## src/rtl/grid_link_hub_pkg.sv

```systemverilog
// Shared types and helpers for the grid link hub.
// Tag field layout and the broadcast destination code.
package grid_link_hub_pkg;

  localparam int TAG_WIDTH = 4;
  localparam int MAX_DATA_WIDTH = 1024;

  typedef logic [TAG_WIDTH-1:0] tag_t;

  localparam tag_t BROADCAST_TAG = 4'hF;

  function automatic tag_t tag_of(
    input logic [MAX_DATA_WIDTH-1:0] data,
    input int unsigned               msb
  );
    return data[msb -: TAG_WIDTH];
  endfunction

endpackage

```

## src/rtl/grid_link_fifo.sv

```systemverilog
// Per-link inbound FIFO with a registered not-full ready.
// Pointers carry one extra wrap bit to tell full from empty.
import grid_link_hub_pkg::*;

module grid_link_fifo #(
  parameter int DATA_WIDTH = 64,
  parameter int FIFO_DEPTH = 4
) (
  input  logic                  clk,
  input  logic                  reset,
  input  logic                  wr_valid,
  input  logic [DATA_WIDTH-1:0] wr_data,
  output logic                  wr_ready,
  input  logic                  rd_en,
  output logic [DATA_WIDTH-1:0] rd_data,
  output logic                  not_empty
);

  localparam int AW = $clog2(FIFO_DEPTH);
  localparam int PW = AW + 1;

  logic [PW-1:0] wr_ptr;
  logic [PW-1:0] rd_ptr;
  logic [PW-1:0] wr_ptr_n;
  logic [PW-1:0] rd_ptr_n;
  logic [PW-1:0] cnt_n;
  logic          wr_en;
  logic          rd_go;

  logic [DATA_WIDTH-1:0] mem [FIFO_DEPTH];

  assign wr_en     = wr_valid && wr_ready;
  assign not_empty = wr_ptr != rd_ptr;
  assign rd_go     = rd_en && not_empty;
  assign rd_data   = mem[rd_ptr[AW-1:0]];

  assign wr_ptr_n = wr_ptr + PW'(wr_en);
  assign rd_ptr_n = rd_ptr + PW'(rd_go);
  assign cnt_n    = wr_ptr_n - rd_ptr_n;

  always_ff @(posedge clk) begin
    if (reset) begin
      wr_ptr   <= '0;
      rd_ptr   <= '0;
      wr_ready <= 1'b1;
    end else begin
      wr_ptr   <= wr_ptr_n;
      rd_ptr   <= rd_ptr_n;
      wr_ready <= cnt_n != PW'(FIFO_DEPTH);
    end
  end

  always_ff @(posedge clk) begin
    if (wr_en) begin
      mem[wr_ptr[AW-1:0]] <= wr_data;
    end
  end

endmodule

```

## src/rtl/grid_link_hub.sv

```systemverilog
// Merges NUM_LINKS inbound grid links into one controller stream
// and routes controller messages out by destination tag.
import grid_link_hub_pkg::*;

module grid_link_hub #(
  parameter int NUM_LINKS  = 2,
  parameter int DATA_WIDTH = 64,
  parameter int FIFO_DEPTH = 4,
  parameter int TAG_MSB    = 63
) (
  input  logic                            clk,
  input  logic                            reset,
  input  logic [NUM_LINKS*DATA_WIDTH-1:0] link_in_data,
  input  logic [NUM_LINKS-1:0]            link_in_valid,
  output logic [NUM_LINKS-1:0]            link_in_ready,
  output logic [NUM_LINKS*DATA_WIDTH-1:0] link_out_data,
  output logic [NUM_LINKS-1:0]            link_out_valid,
  input  logic [NUM_LINKS-1:0]            link_out_ready,
  output logic [DATA_WIDTH-1:0]           ctrl_rx_data,
  output logic                            ctrl_rx_valid,
  input  logic                            ctrl_rx_ready,
  input  logic [DATA_WIDTH-1:0]           ctrl_tx_data,
  input  logic                            ctrl_tx_valid,
  output logic                            ctrl_tx_ready,
  output logic                            bad_dest,
  output logic                            hub_busy
);

  localparam int NL = NUM_LINKS;
  localparam int DW = DATA_WIDTH;

  logic [NL-1:0] fifo_ne;
  logic [NL-1:0] fifo_rd;
  logic [DW-1:0] fifo_dout [NL];

  for (genvar gi = 0; gi < NL; gi++) begin : g_fifo
    grid_link_fifo #(
      .DATA_WIDTH (DW),
      .FIFO_DEPTH (FIFO_DEPTH)
    ) u_fifo (
      .clk       (clk),
      .reset     (reset),
      .wr_valid  (link_in_valid[gi]),
      .wr_data   (link_in_data[gi*DW +: DW]),
      .wr_ready  (link_in_ready[gi]),
      .rd_en     (fifo_rd[gi]),
      .rd_data   (fifo_dout[gi]),
      .not_empty (fifo_ne[gi])
    );
  end

  tag_t          rr_ptr;
  tag_t          winner;
  tag_t          rr_next;
  logic          found;
  logic          rx_load;
  logic [DW-1:0] rx_d;

  // Search starts at rr_ptr and wraps, so the first hit is the RR winner.
  always_comb begin
    int idx;
    found  = 1'b0;
    winner = '0;
    idx    = 0;
    for (int k = 0; k < NL; k++) begin
      idx = int'(rr_ptr) + k;
      if (idx >= NL) idx = idx - NL;
      for (int i = 0; i < NL; i++) begin
        if (!found && fifo_ne[i] && i == idx) begin
          found  = 1'b1;
          winner = tag_t'(i);
        end
      end
    end
  end

  assign rx_load = found && (!ctrl_rx_valid || ctrl_rx_ready);

  assign rr_next = (int'(winner) == NL - 1) ? '0 : winner + 1'b1;

  always_comb begin
    fifo_rd = '0;
    rx_d    = '0;
    for (int i = 0; i < NL; i++) begin
      if (winner == tag_t'(i)) begin
        rx_d       = fifo_dout[i];
        fifo_rd[i] = rx_load;
      end
    end
    rx_d[TAG_MSB -: TAG_WIDTH] = winner;
  end

  always_ff @(posedge clk) begin
    if (reset) begin
      ctrl_rx_valid <= 1'b0;
      ctrl_rx_data  <= '0;
      rr_ptr        <= '0;
    end else if (rx_load) begin
      ctrl_rx_valid <= 1'b1;
      ctrl_rx_data  <= rx_d;
      rr_ptr        <= rr_next;
    end else if (ctrl_rx_ready) begin
      ctrl_rx_valid <= 1'b0;
    end
  end

  tag_t          dest;
  logic          is_bcast;
  logic          is_uni;
  logic          uni_free;
  logic          tx_fire;
  logic          drop;
  logic [NL-1:0] free;
  logic [NL-1:0] out_load;

  assign dest     = tag_of(MAX_DATA_WIDTH'(ctrl_tx_data), TAG_MSB);
  assign is_bcast = dest == BROADCAST_TAG;
  assign is_uni   = !is_bcast && (int'(dest) < NL);
  assign free     = ~link_out_valid | link_out_ready;
  assign tx_fire  = ctrl_tx_valid && ctrl_tx_ready;
  assign drop     = ctrl_tx_valid && !is_bcast && !is_uni;

  always_comb begin
    uni_free = 1'b0;
    out_load = '0;
    for (int i = 0; i < NL; i++) begin
      if (dest == tag_t'(i)) uni_free = free[i];
      out_load[i] = tx_fire &&
        (is_bcast || (is_uni && dest == tag_t'(i)));
    end
  end

  // Unknown destinations are swallowed so the controller never stalls.
  always_comb begin
    ctrl_tx_ready = 1'b1;
    unique case (1'b1)
      is_bcast: ctrl_tx_ready = &free;
      is_uni:   ctrl_tx_ready = uni_free;
      default:  ctrl_tx_ready = 1'b1;
    endcase
  end

  always_ff @(posedge clk) begin
    if (reset) begin
      link_out_valid <= '0;
      link_out_data  <= '0;
      bad_dest       <= 1'b0;
      hub_busy       <= 1'b0;
    end else begin
      for (int i = 0; i < NL; i++) begin
        if (out_load[i]) begin
          link_out_valid[i]        <= 1'b1;
          link_out_data[i*DW +: DW] <= ctrl_tx_data;
        end else if (link_out_ready[i]) begin
          link_out_valid[i] <= 1'b0;
        end
      end
      bad_dest <= drop;
      hub_busy <= (|fifo_ne) || (|link_out_valid) ||
                  ctrl_rx_valid || ctrl_tx_valid;
    end
  end

endmodule

```

## config.mk

```make
export PLATFORM = sky130hd
export DESIGN_NAME = grid_link_hub
export DESIGN_NICKNAME = d
export VERILOG_FILES = /design/src/rtl/grid_link_hub_pkg.sv /design/src/rtl/grid_link_fifo.sv /design/src/rtl/grid_link_hub.sv
export SDC_FILE = /design/constraint.sdc
export NUM_CORES = 1
export LEC_CHECK = 0
export CORE_MARGIN = 5
export CORE_UTILIZATION = 58
export DETAILED_ROUTE_END_ITERATION = 10
export HOLD_SLACK_MARGIN = 0.15
export PLACE_DENSITY = 0.85
export SETUP_SLACK_MARGIN = 0.02
export SYNTH_ARGS = -nofsm -noshare
export SYNTH_HDL_FRONTEND = slang
export SYNTH_SLANG_ARGS = --single-unit
```

## constraint.sdc

```tcl
create_clock -name clk -period 12.2 [get_ports clk]
set_clock_uncertainty 0.2 [all_clocks]
set_input_delay 1.83 -clock clk [delete_from_list [all_inputs] [get_ports clk]]
set_output_delay 1.83 -clock clk [all_outputs]
set_load 0.01 [all_outputs]
```

==> impl_metrics.py, run 1 <==
metrics = {
    "placement": {
        "port_buffers": 388,
        "gp_congestion": 0.818,
        "place_area_um2": 29700,
        "place_inst": 2463,
        "hpwl_um": 38000,
    },
    "min_path": {
        "hold_path.class": "flop to flop",
        "worstHoldEndpoint": "ctrl_rx_data[20]",
        "hold_path_startpoint": "ctrl_rx_data[20]",
        "hold_depth": 2,
    },
    "setup_path": {
        "r2r_start": "g_fifo[0].u_fifo.rd_ptr[1]",
        "required_ns": 10.17,
        "regToRegSetupSlack_ns": 8.28,
        "r2r-end": "ctrl_rx_data[25]",
        "cp-start-kind": "input port",
        "cp_max_fo": 6,
        "criticalPathCategory": "input port to primary output",
        "r2r_cells": 6,
        "cp-end-kind": "primary output",
        "arrival_ns": 3.49,
    },
    "cts": {
        "cts_setup_buffers": 0,
        "clk_pin_slew_worst_paths_ns": 0.06,
        "clk_path_buf_depth": 3,
        "clockRootBuffer": "clkbuf_16",
        "cts_tree": "built",
        "ctsResizeCount": 0,
        "ctsHoldBuffers": 0,
        "clk_latency_ns": 0.57,
        "htree_num_levels": 3,
        "cts_sinks": 689,
        "numCtsBuffers": 66,
    },
    "routing": {
        "drt_iter0_markers": 1502,
        "wl_per_cell_um": 24.5,
        "ant_nets": 0,
        "viasPerCell": 5.81,
        "drt-total-wl_um": 63300,
        "vias": 15034,
        "drcViolationCount": 0,
        "first_pass_iters": 5,
    },
    "floorplanning": {
        "die_y_um": 219,
        "fp.dieArea_um2": 48000,
        "initial_utilization_pct": 58.7,
        "num_rows": 76,
        "core_area_um2": 43200,
        "die_w_um": 219,
        "io_pins": 400,
    },
    "finish": {
        "post-route-util_pct": 73.6,
        "nets": 2158,
        "final_common_cell": "edfxtp_1",
        "stdcell_area_um2": 31800,
        "layout_common_cells": "edfxtp_1 (480), clkdlybuf4s50_1 (387), nand2_1 (373)",
        "syn_to_final_growth_pct": 25.4,
        "layout-drive-gt1-share_pct": 15.6,
        "final_cells": 2589,
    },
    "global_routing": {
        "grt_overflow": 0,
        "grt_max_degree": 89,
        "grt_pass1_wl_um": 95200,
        "grt_pass1_vias": 15851,
        "grt_use_total_pct": 26.4,
        "antenna_found_initial": 11,
    },
    "timing": {
        "fmax_ghz": 0.181,
        "slew_headroom_pct": 10.6,
        "fin_tns_setup_ns": 0,
        "grt_setup_unrepaired": "false",
        "tightest_slew_ns": 1.34,
        "setup_viol": 0,
        "period_minus_slack_ns": 5.52,
        "finalCritPeriodShare_pct": 45.3,
        "final_max_slew_viol_count": 0,
        "finalHoldViolations": 0,
    },
    "logic_synthesis": {
        "yosys_warnings": 0,
        "synth_cell_types": 38,
        "syn_area_per_cell_um2": 16.2,
        "ys_seq_area_share_pct": 73.4,
        "syn-instance-count": 1566,
        "synth_area_um2": 25300,
        "synth-seq-cells": 689,
    },
    "power": {
        "power_leakage_nw": 10.4,
        "power_w": 0.00621,
        "cellPowerDensity_nw_per_um2": 196,
        "ir_drop_uv": 162,
    },
    "flow_run": {
        "max_cap_viol_count": 0,
    },
    "outcome": {
        "status": "complete, no violations",
    },
}
## power by group
part / switching (W) / internal, W / total (W) / leakage [nW]
Combinational: 0.000705 / 0.000619 / 0.00132 / 3.31
Clock: 0.000816 / 0.00113 / 0.00195 / 1.01
Sequential: 0.000155 / 0.00279 / 0.00294 / 6.11
## worst max path at each step
stage                     cells after the start             start  slack, ns                    endpoint
after floorplan                               2  link_in_valid[1]       5.10  g_fifo[1].u_fifo.mem[1][0]
after global placement                        5  ctrl_tx_data[60]       6.70               ctrl_tx_ready
after detailed placement                      5  ctrl_tx_data[60]       6.67               ctrl_tx_ready
after CTS                                     5  ctrl_tx_data[60]       6.69               ctrl_tx_ready
after global routing                          5  ctrl_tx_data[60]       6.59               ctrl_tx_ready
final                                         5  ctrl_tx_data[60]       6.68               ctrl_tx_ready
## routing by layer
layer	share of wire [%]	global-route usage, %	vias up
met1	35	31.1	7555
met3	8.7	6.40	133
met2	52	46.6	709
met4	3.9	11.3	6
li1	-	-	6631
met5	0.055	0	-
## cells in the mapped netlist
cell	number	share of area, %
a22oi_2	60	3.0
nand3_1	2	0.040
mux4_2	120	11
o22ai_1	1	0.025
buf_6	9	0.40
o2111ai_1	1	0.035
buf_1	8	0.12
dfxtp_1	209	17
conb_1	1	0.015
nor3_1	3	0.059
a21oi_1	137	2.7
nor4_1	2	0.049
or2_1	2	0.049
and4b_1	1	0.040
nand2b_1	3	0.074
and3_1	3	0.074
and3_4	1	0.044
buf_2	8	0.16
nor3b_1	4	0.12
o21a_1	2	0.059
xnor2_1	11	0.38
nor2b_1	5	0.12
xnor2_2	1	0.064
inv_1	10	0.15
ha_1	12	0.59
buf_4	12	0.36
clkbuf_1	58	0.86
nand4_1	3	0.074
nand3_4	1	0.069
o211a_1	1	0.040
nor2_1	15	0.22
a31oi_1	2	0.049
nand2_1	373	5.5
xnor2_4	2	0.22
a2111oi_4	1	0.11
mux2_2	1	0.044
o21ai_0	1	0.020
edfxtp_1	480	57
## worst max-delay path, stage by stage
cell	delay, ns
clkdlybuf4s50_1	0.52
nor4_1	0.40
a21oi_1	0.07
o21a_1	0.19
clkdlybuf4s50_1	0.48
## cells by family (layout without fill, tap and decap cells)
logic type	count (synthesis)	in the layout	share of synthesized area, %
fa+ha+maj	12	12	0.593
simple gates	418	418	6.56
xor+xnor	14	14	0.662
buf+inv	105	533	2.04
flops	689	689	73.4
compound gates	206	206	6.01
mux	121	121	10.7
other cells	1	11	0.0148
## area by class of cell
cell class,count,area (µm²)
clock inverter,10,82.6
antenna,8,20.0
fill,2568,11400
timing repair buffer,405,4010
sequential,689,18600
multi-input combinational,774,6300
inverter,10,37.5
tap,585,732
clock buffer,108,1980
## stage by stage
stage               hold slack, ns  worst slack, ns
global placement             0.225             6.70
detailed placement           0.230             6.67
finish                       0.234             6.68
CTS                          0.237             6.69
global route                 0.260             6.59
floorplan                    0.263             5.10
## flip-flops by register name, indices dropped and copies added, names as in the netlist
register,count
hub_busy,1
link_out_valid,2
link_out_data,128
g_fifo.u_fifo.wr_ptr,6
ctrl_rx_data,61
bad_dest,1
g_fifo.u_fifo.mem,480
g_fifo.u_fifo.rd_ptr,6
ctrl_rx_valid,1
g_fifo.u_fifo.wr_ready,2
rr_ptr,1
Power figures use the tool's default switching activity.
==> run 2, diff against run 1 <==
--- a/config.mk
+++ b/config.mk
@@ -6,10 +6,10 @@
 export NUM_CORES = 1
 export LEC_CHECK = 0
 export CORE_MARGIN = 5
-export CORE_UTILIZATION = 58
+export CORE_UTILIZATION = 48
 export DETAILED_ROUTE_END_ITERATION = 10
 export HOLD_SLACK_MARGIN = 0.15
-export PLACE_DENSITY = 0.85
+export PLACE_DENSITY = 0.75
 export SETUP_SLACK_MARGIN = 0.02
 export SYNTH_ARGS = -nofsm -noshare
 export SYNTH_HDL_FRONTEND = slang
==> constraint.sdc (replaced) <==
create_clock -name clk -period 4.5 [get_ports clk]
set_clock_uncertainty 0.2 [all_clocks]
set_input_delay 0.675 -clock clk [delete_from_list [all_inputs] [get_ports clk]]
set_output_delay 0.675 -clock clk [all_outputs]
set_load 0.01 [all_outputs]
==> impl_metrics.py, run 2 (synthesis gave the netlist of run 1 again) <==
metrics = {
    "routing": {
        "drt_iter0_markers": 985,
        "drt-total-wl_um": 62700,
        "viasPerCell": 5.42,
        "vias": 14682,
        "drcViolationCount": 0,
        "first_pass_iters": 5,
        "wl_per_cell_um": 23.1,
        "ant_nets": 0,
    },
    "setup_path": {
        "r2r_start": "g_fifo[0].u_fifo.rd_ptr[0]",
        "required_ns": 3.62,
        "slowest_stage": "clkdlybuf4s50_1",
        "cpMostUsedCell": "clkdlybuf4s50_1",
        "path_cells": "clkdlybuf4s50_1 -> and3_1 -> o2111ai_1 -> o21a_1 -> clkdlybuf4s50_1",
        "cp-start-kind": "input port",
        "crit_start": "ctrl_tx_data[62]",
        "cp-end-kind": "primary output",
        "cp_slowest_stage_delay_ns": 0.56,
        "criticalPathCategory": "input port to primary output",
        "r2r_cells": 11,
        "cp_max_fo": 5,
        "arrival_ns": 2.33,
    },
    "cts": {
        "cts_sinks": 689,
        "clk_latency_ns": 0.59,
        "clockRootBuffer": "clkbuf_16",
        "htree_num_levels": 3,
        "ctsHoldBuffers": 0,
        "numCtsBuffers": 71,
        "clk_pin_slew_worst_paths_ns": 0.06,
        "ctsResizeCount": 0,
        "cts_setup_buffers": 0,
        "cts_tree": "built",
        "clk_path_buf_depth": 3,
    },
    "timing": {
        "setup_viol": 0,
        "tightest_slew_ns": 1.10,
        "whs_ns": 0.234,
        "slew_headroom_pct": 26.8,
        "finalHoldViolations": 0,
        "finalCritPeriodShare_pct": 71.1,
        "timing.final.ws_setup_ns": 1.30,
        "grt_setup_unrepaired": "false",
        "fmax_ghz": 0.312,
        "final_max_slew_viol_count": 0,
        "period_minus_slack_ns": 3.20,
    },
    "global_routing": {
        "antenna_found_initial": 11,
        "grt_pass1_vias": 15192,
        "grt_max_degree": 74,
        "grt_use_total_pct": 21.4,
        "grt_overflow": 0,
        "grt_pass1_wl_um": 92800,
    },
    "power": {
        "p_int_w": 0.0127,
        "power_leakage_nw": 10.6,
        "power_switching_w": 0.00465,
        "cellPowerDensity_nw_per_um2": 536,
        "ir_drop_uv": 337,
        "comb_power_share_pct": 21.3,
        "p_seq_share_pct": 45.4,
        "clockPowerShare_pct": 33.2,
        "p_sw_share_pct": 26.8,
    },
    "finish": {
        "layout-drive-gt1-share_pct": 16.6,
        "final_common_cell": "edfxtp_1",
        "nets": 2170,
        "nFillCells": 3748,
        "layout_common_cells": "edfxtp_1 (480), clkdlybuf4s50_1 (387), nand2_1 (373)",
        "seq_area_um2": 18600,
        "syn_to_final_growth_pct": 27.6,
        "largest_reg_flops": 480,
        "multiInputGateArea_um2": 6300,
        "stdcell_area_um2": 32300,
    },
    "floorplanning": {
        "io_pins": 400,
        "initial_utilization_pct": 48.3,
        "die_y_um": 240,
        "num_rows": 84,
        "die_w_um": 240,
        "fp.dieArea_um2": 57500,
        "core_area_um2": 52400,
    },
    "outcome": {
        "status": "complete, no violations",
    },
    "placement": {
        "port_buffers": 388,
        "place_worst_setup_slack_ns": 1.17,
        "hpwl_um": 37900,
        "gp_congestion": 0.947,
        "place_area_um2": 30000,
    },
    "flow_run": {
        "max_cap_viol_count": 0,
    },
    "min_path": {
        "hold_depth": 2,
        "hold_path_startpoint": "ctrl_rx_data[12]",
        "hold_path.class": "flop to flop",
    },
}
-- run 2: routing by layer --
layer  track usage [%]  part of all wire [%]  vias up
met5                 0                  0.14        -
met4              6.59                   2.2       10
met3              5.27                   7.9       96
met2              37.8                    51      563
met1              26.3                    38     7374
li1                  -                     -     6639
-- run 2: through the flow --
stage               util, %  std cells  power (W)  setup TNS, ns
finish                 61.6       2708     0.0173              0
global route           61.6       2707     0.0181              0
CTS                    61.6       2704     0.0175              0
detailed placement     57.2       2573     0.0118              0
global placement       57.2       2573     0.0116              0
floorplan                 -       1568     0.0103        -475.58
-- run 2: power groups by stage --
stage / combinational, W / clock (W) / sequential [W]
after floorplan: 0.00231 / 0 / 0.00800
after global placement: 0.00367 / 0 / 0.00797
after detailed placement: 0.00373 / 0 / 0.00802
after CTS: 0.00377 / 0.00588 / 0.00789
after global routing: 0.00398 / 0.00618 / 0.00794
final: 0.00370 / 0.00576 / 0.00787
-- run 2: final timing paths --
path | slack (ns) | end
max | 1.30 | ctrl_tx_ready
max reg2reg | 1.57 | g_fifo[0].u_fifo.wr_ready
min | 0.23 | ctrl_rx_data[12]
min reg2reg | 0.23 | ctrl_rx_data[12]
-- run 2: final cells by class --
type                    instances  area share, %
clock buffers                 103           6.33
diodes                          4         0.0310
clock inverters                28          0.813
inverters                      10          0.116
repair buffers                412           13.0
multi-input cells             774           19.5
flip-flops and latches        689           57.6
well taps                     688           2.66
-- run 2: worst max-delay path: cells and delay by family --
kind                   cells  cell delay, ns
AO/OA/AOI/OAI              2            0.34
AND/OR/NAND/NOR            1            0.26
buffers and inverters      2            1.04
==> run 3, diff against run 2 <==
--- a/config.mk
+++ b/config.mk
@@ -6,10 +6,10 @@
 export NUM_CORES = 1
 export LEC_CHECK = 0
 export CORE_MARGIN = 5
-export CORE_UTILIZATION = 48
+export CORE_UTILIZATION = 53
 export DETAILED_ROUTE_END_ITERATION = 10
 export HOLD_SLACK_MARGIN = 0.15
-export PLACE_DENSITY = 0.75
+export PLACE_DENSITY = 0.79
 export SETUP_SLACK_MARGIN = 0.02
 export SYNTH_ARGS = -nofsm -noshare
 export SYNTH_HDL_FRONTEND = slang
==> constraint.sdc (replaced) <==
create_clock -name clk -period 3.3 [get_ports clk]
set_clock_uncertainty 0.2 [all_clocks]
set_input_delay 0.495 -clock clk [delete_from_list [all_inputs] [get_ports clk]]
set_output_delay 0.495 -clock clk [all_outputs]
set_load 0.01 [all_outputs]
==> impl_metrics.py, run 3 (synthesis gave the netlist of run 1 again) <==
metrics = {
    "placement": {
        "hpwl_um": 37800,
        "port_buffers": 388,
        "gp_congestion": 0.953,
        "place_worst_setup_slack_ns": 0.166,
    },
    "finish": {
        "layout-drive-gt1-share_pct": 16.2,
        "nets": 2173,
        "largest_reg_flops": 480,
        "layout_common_cells": "edfxtp_1 (480), clkdlybuf4s50_1 (387), nand2_1 (373)",
        "final_common_cell": "edfxtp_1",
        "syn_to_final_growth_pct": 27.5,
        "nFillCells": 3106,
    },
    "timing": {
        "finalHoldViolations": 0,
        "final_max_slew_viol_count": 0,
        "tightest_slew_ns": 1.01,
        "timing.final.ws_setup_ns": 0.470,
        "finalCritPeriodShare_pct": 85.7,
        "period_minus_slack_ns": 2.83,
        "grt_setup_unrepaired": "false",
        "setup_viol": 0,
        "fmax_ghz": 0.353,
        "slew_headroom_pct": 32.7,
    },
    "routing": {
        "wl_met2_um": 31900,
        "wl_per_cell_um": 23.8,
        "wl_met1_um": 23400,
        "top_layer": "met5",
        "ant_nets": 0,
        "met3_length_um": 5360,
        "first_pass_iters": 5,
        "vias": 15067,
        "viasPerCell": 5.71,
        "drt-total-wl_um": 62700,
        "drt_iter0_markers": 1254,
        "drcViolationCount": 0,
    },
    "floorplanning": {
        "io_pins": 400,
        "fp.dieArea_um2": 52300,
        "core_area_um2": 47500,
        "die_w_um": 229,
        "die_y_um": 229,
        "initial_utilization_pct": 53.3,
        "num_rows": 80,
    },
    "cts": {
        "htree_num_levels": 3,
        "clk_pin_slew_worst_paths_ns": 0.06,
        "clockRootBuffer": "clkbuf_16",
        "clk_path_buf_depth": 3,
        "numCtsBuffers": 70,
        "cts_setup_buffers": 0,
        "clk_latency_ns": 0.60,
        "cts_sinks": 689,
        "cts_tree": "built",
    },
    "setup_path": {
        "required_ns": 2.60,
        "regToRegSetupSlack_ns": 0.58,
        "criticalPathCategory": "input port to primary output",
        "cp-start-kind": "input port",
        "r2r_cells": 10,
        "r2r-end": "g_fifo[1].u_fifo.wr_ready",
        "crit_start": "ctrl_tx_data[60]",
        "arrival_ns": 2.13,
        "cp_max_fo": 6,
        "r2r_start": "g_fifo[1].u_fifo.wr_ptr[0]",
        "cp-end-kind": "primary output",
    },
    "global_routing": {
        "grt_max_degree": 138,
        "antenna_found_initial": 16,
        "grt_pass1_vias": 15513,
        "grt_pass1_wl_um": 95600,
        "grt_use_total_pct": 24.0,
        "grt_overflow": 0,
    },
    "power": {
        "power_w": 0.0233,
        "ir_drop_uv": 562,
        "power_leakage_nw": 10.6,
        "cellPowerDensity_nw_per_um2": 723,
    },
    "min_path": {
        "hold_path.class": "flop to flop",
        "hold_path_startpoint": "ctrl_rx_data[41]",
        "worstHoldEndpoint": "ctrl_rx_data[41]",
        "hold_depth": 2,
    },
    "flow_run": {
        "max_cap_viol_count": 0,
    },
    "outcome": {
        "status": "complete, no violations",
    },
}
[run 3: cell types whose count changed in the layout (fill, tap and decap cells not counted), moves of 4 or more]
cell | before | now
buf_4 | 15 | 9
clkinv_2 | 15 | 9
nor3b_2 | 4 | 0
nor3b_4 | 0 | 4
diode_2 | 4 | 8
buf_12 | 10 | 19
clkbuf_1 | 21 | 27
[run 3: repair_timing]
| item | 4_1_cts | 5_1_grt |
|---|---|---|
| resized for setup | 0 | 0 |
| endpoints found under the hold margin | 9 | 0 |
| endpoints found under the setup margin | 0 | 0 |
| hold buffers | 1 | 0 |
[run 3: worst max-delay path by stage]
stage / end
after floorplan: g_fifo[0].u_fifo.mem[1][0]
after global placement: g_fifo[1].u_fifo.wr_ready
after detailed placement: g_fifo[1].u_fifo.wr_ready
after CTS: ctrl_tx_ready
after global routing: ctrl_tx_ready
final: ctrl_tx_ready
[run 3: layer usage]
metal,vias up,global-route usage (%)
met2,667,41.0
met4,16,7.64
li1,6667,-
met3,133,6.91
met1,7584,29.9
met5,-,0
[run 3: final cells by class]
cell class	instances	area, µm²	area share, %
Timing Repair Buffer	416	4330	13.4
Sequential cell	689	18600	57.6
Clock inverter	23	196	0.608
Multi-Input combinational cell	774	6340	19.6
Inverter	10	37.5	0.116
Clock buffer	104	1980	6.14
Antenna cell	8	20.0	0.0620
Tap cell	615	769	2.38
[run 3: worst max-delay path, cell delays in order]
cell and delay (ns):
clkdlybuf4s50_1 0.50, nor4_1 0.40, a21oi_1 0.07, o21a_1 0.18, clkdlybuf4s50_1 0.49
[run 3: through the flow]
| stage | utilization, % | cells | hold slack (ns) | cell area (µm²) | TNS [ns] |
|---|---|---|---|---|---|
| after floorplan | - | 1568 | 0.263 | 25400 | -124.06 |
| after global placement | 63.3 | 2503 | 0.224 | 30100 | 0 |
| after detailed placement | 63.3 | 2503 | 0.228 | 30100 | 0 |
| after CTS | 67.9 | 2631 | 0.237 | 32300 | 0 |
| after global routing | 67.9 | 2636 | 0.249 | 32300 | 0 |
| final | 67.9 | 2639 | 0.234 | 32300 | 0 |
[run 3: power breakdown]
| group | switching (W) | internal, W | leakage (nW) |
|---|---|---|---|
| Clock | 0.00314 | 0.00434 | 1.06 |
| Combinational | 0.00274 | 0.00244 | 3.44 |
| Sequential | 0.000397 | 0.0103 | 6.11 |
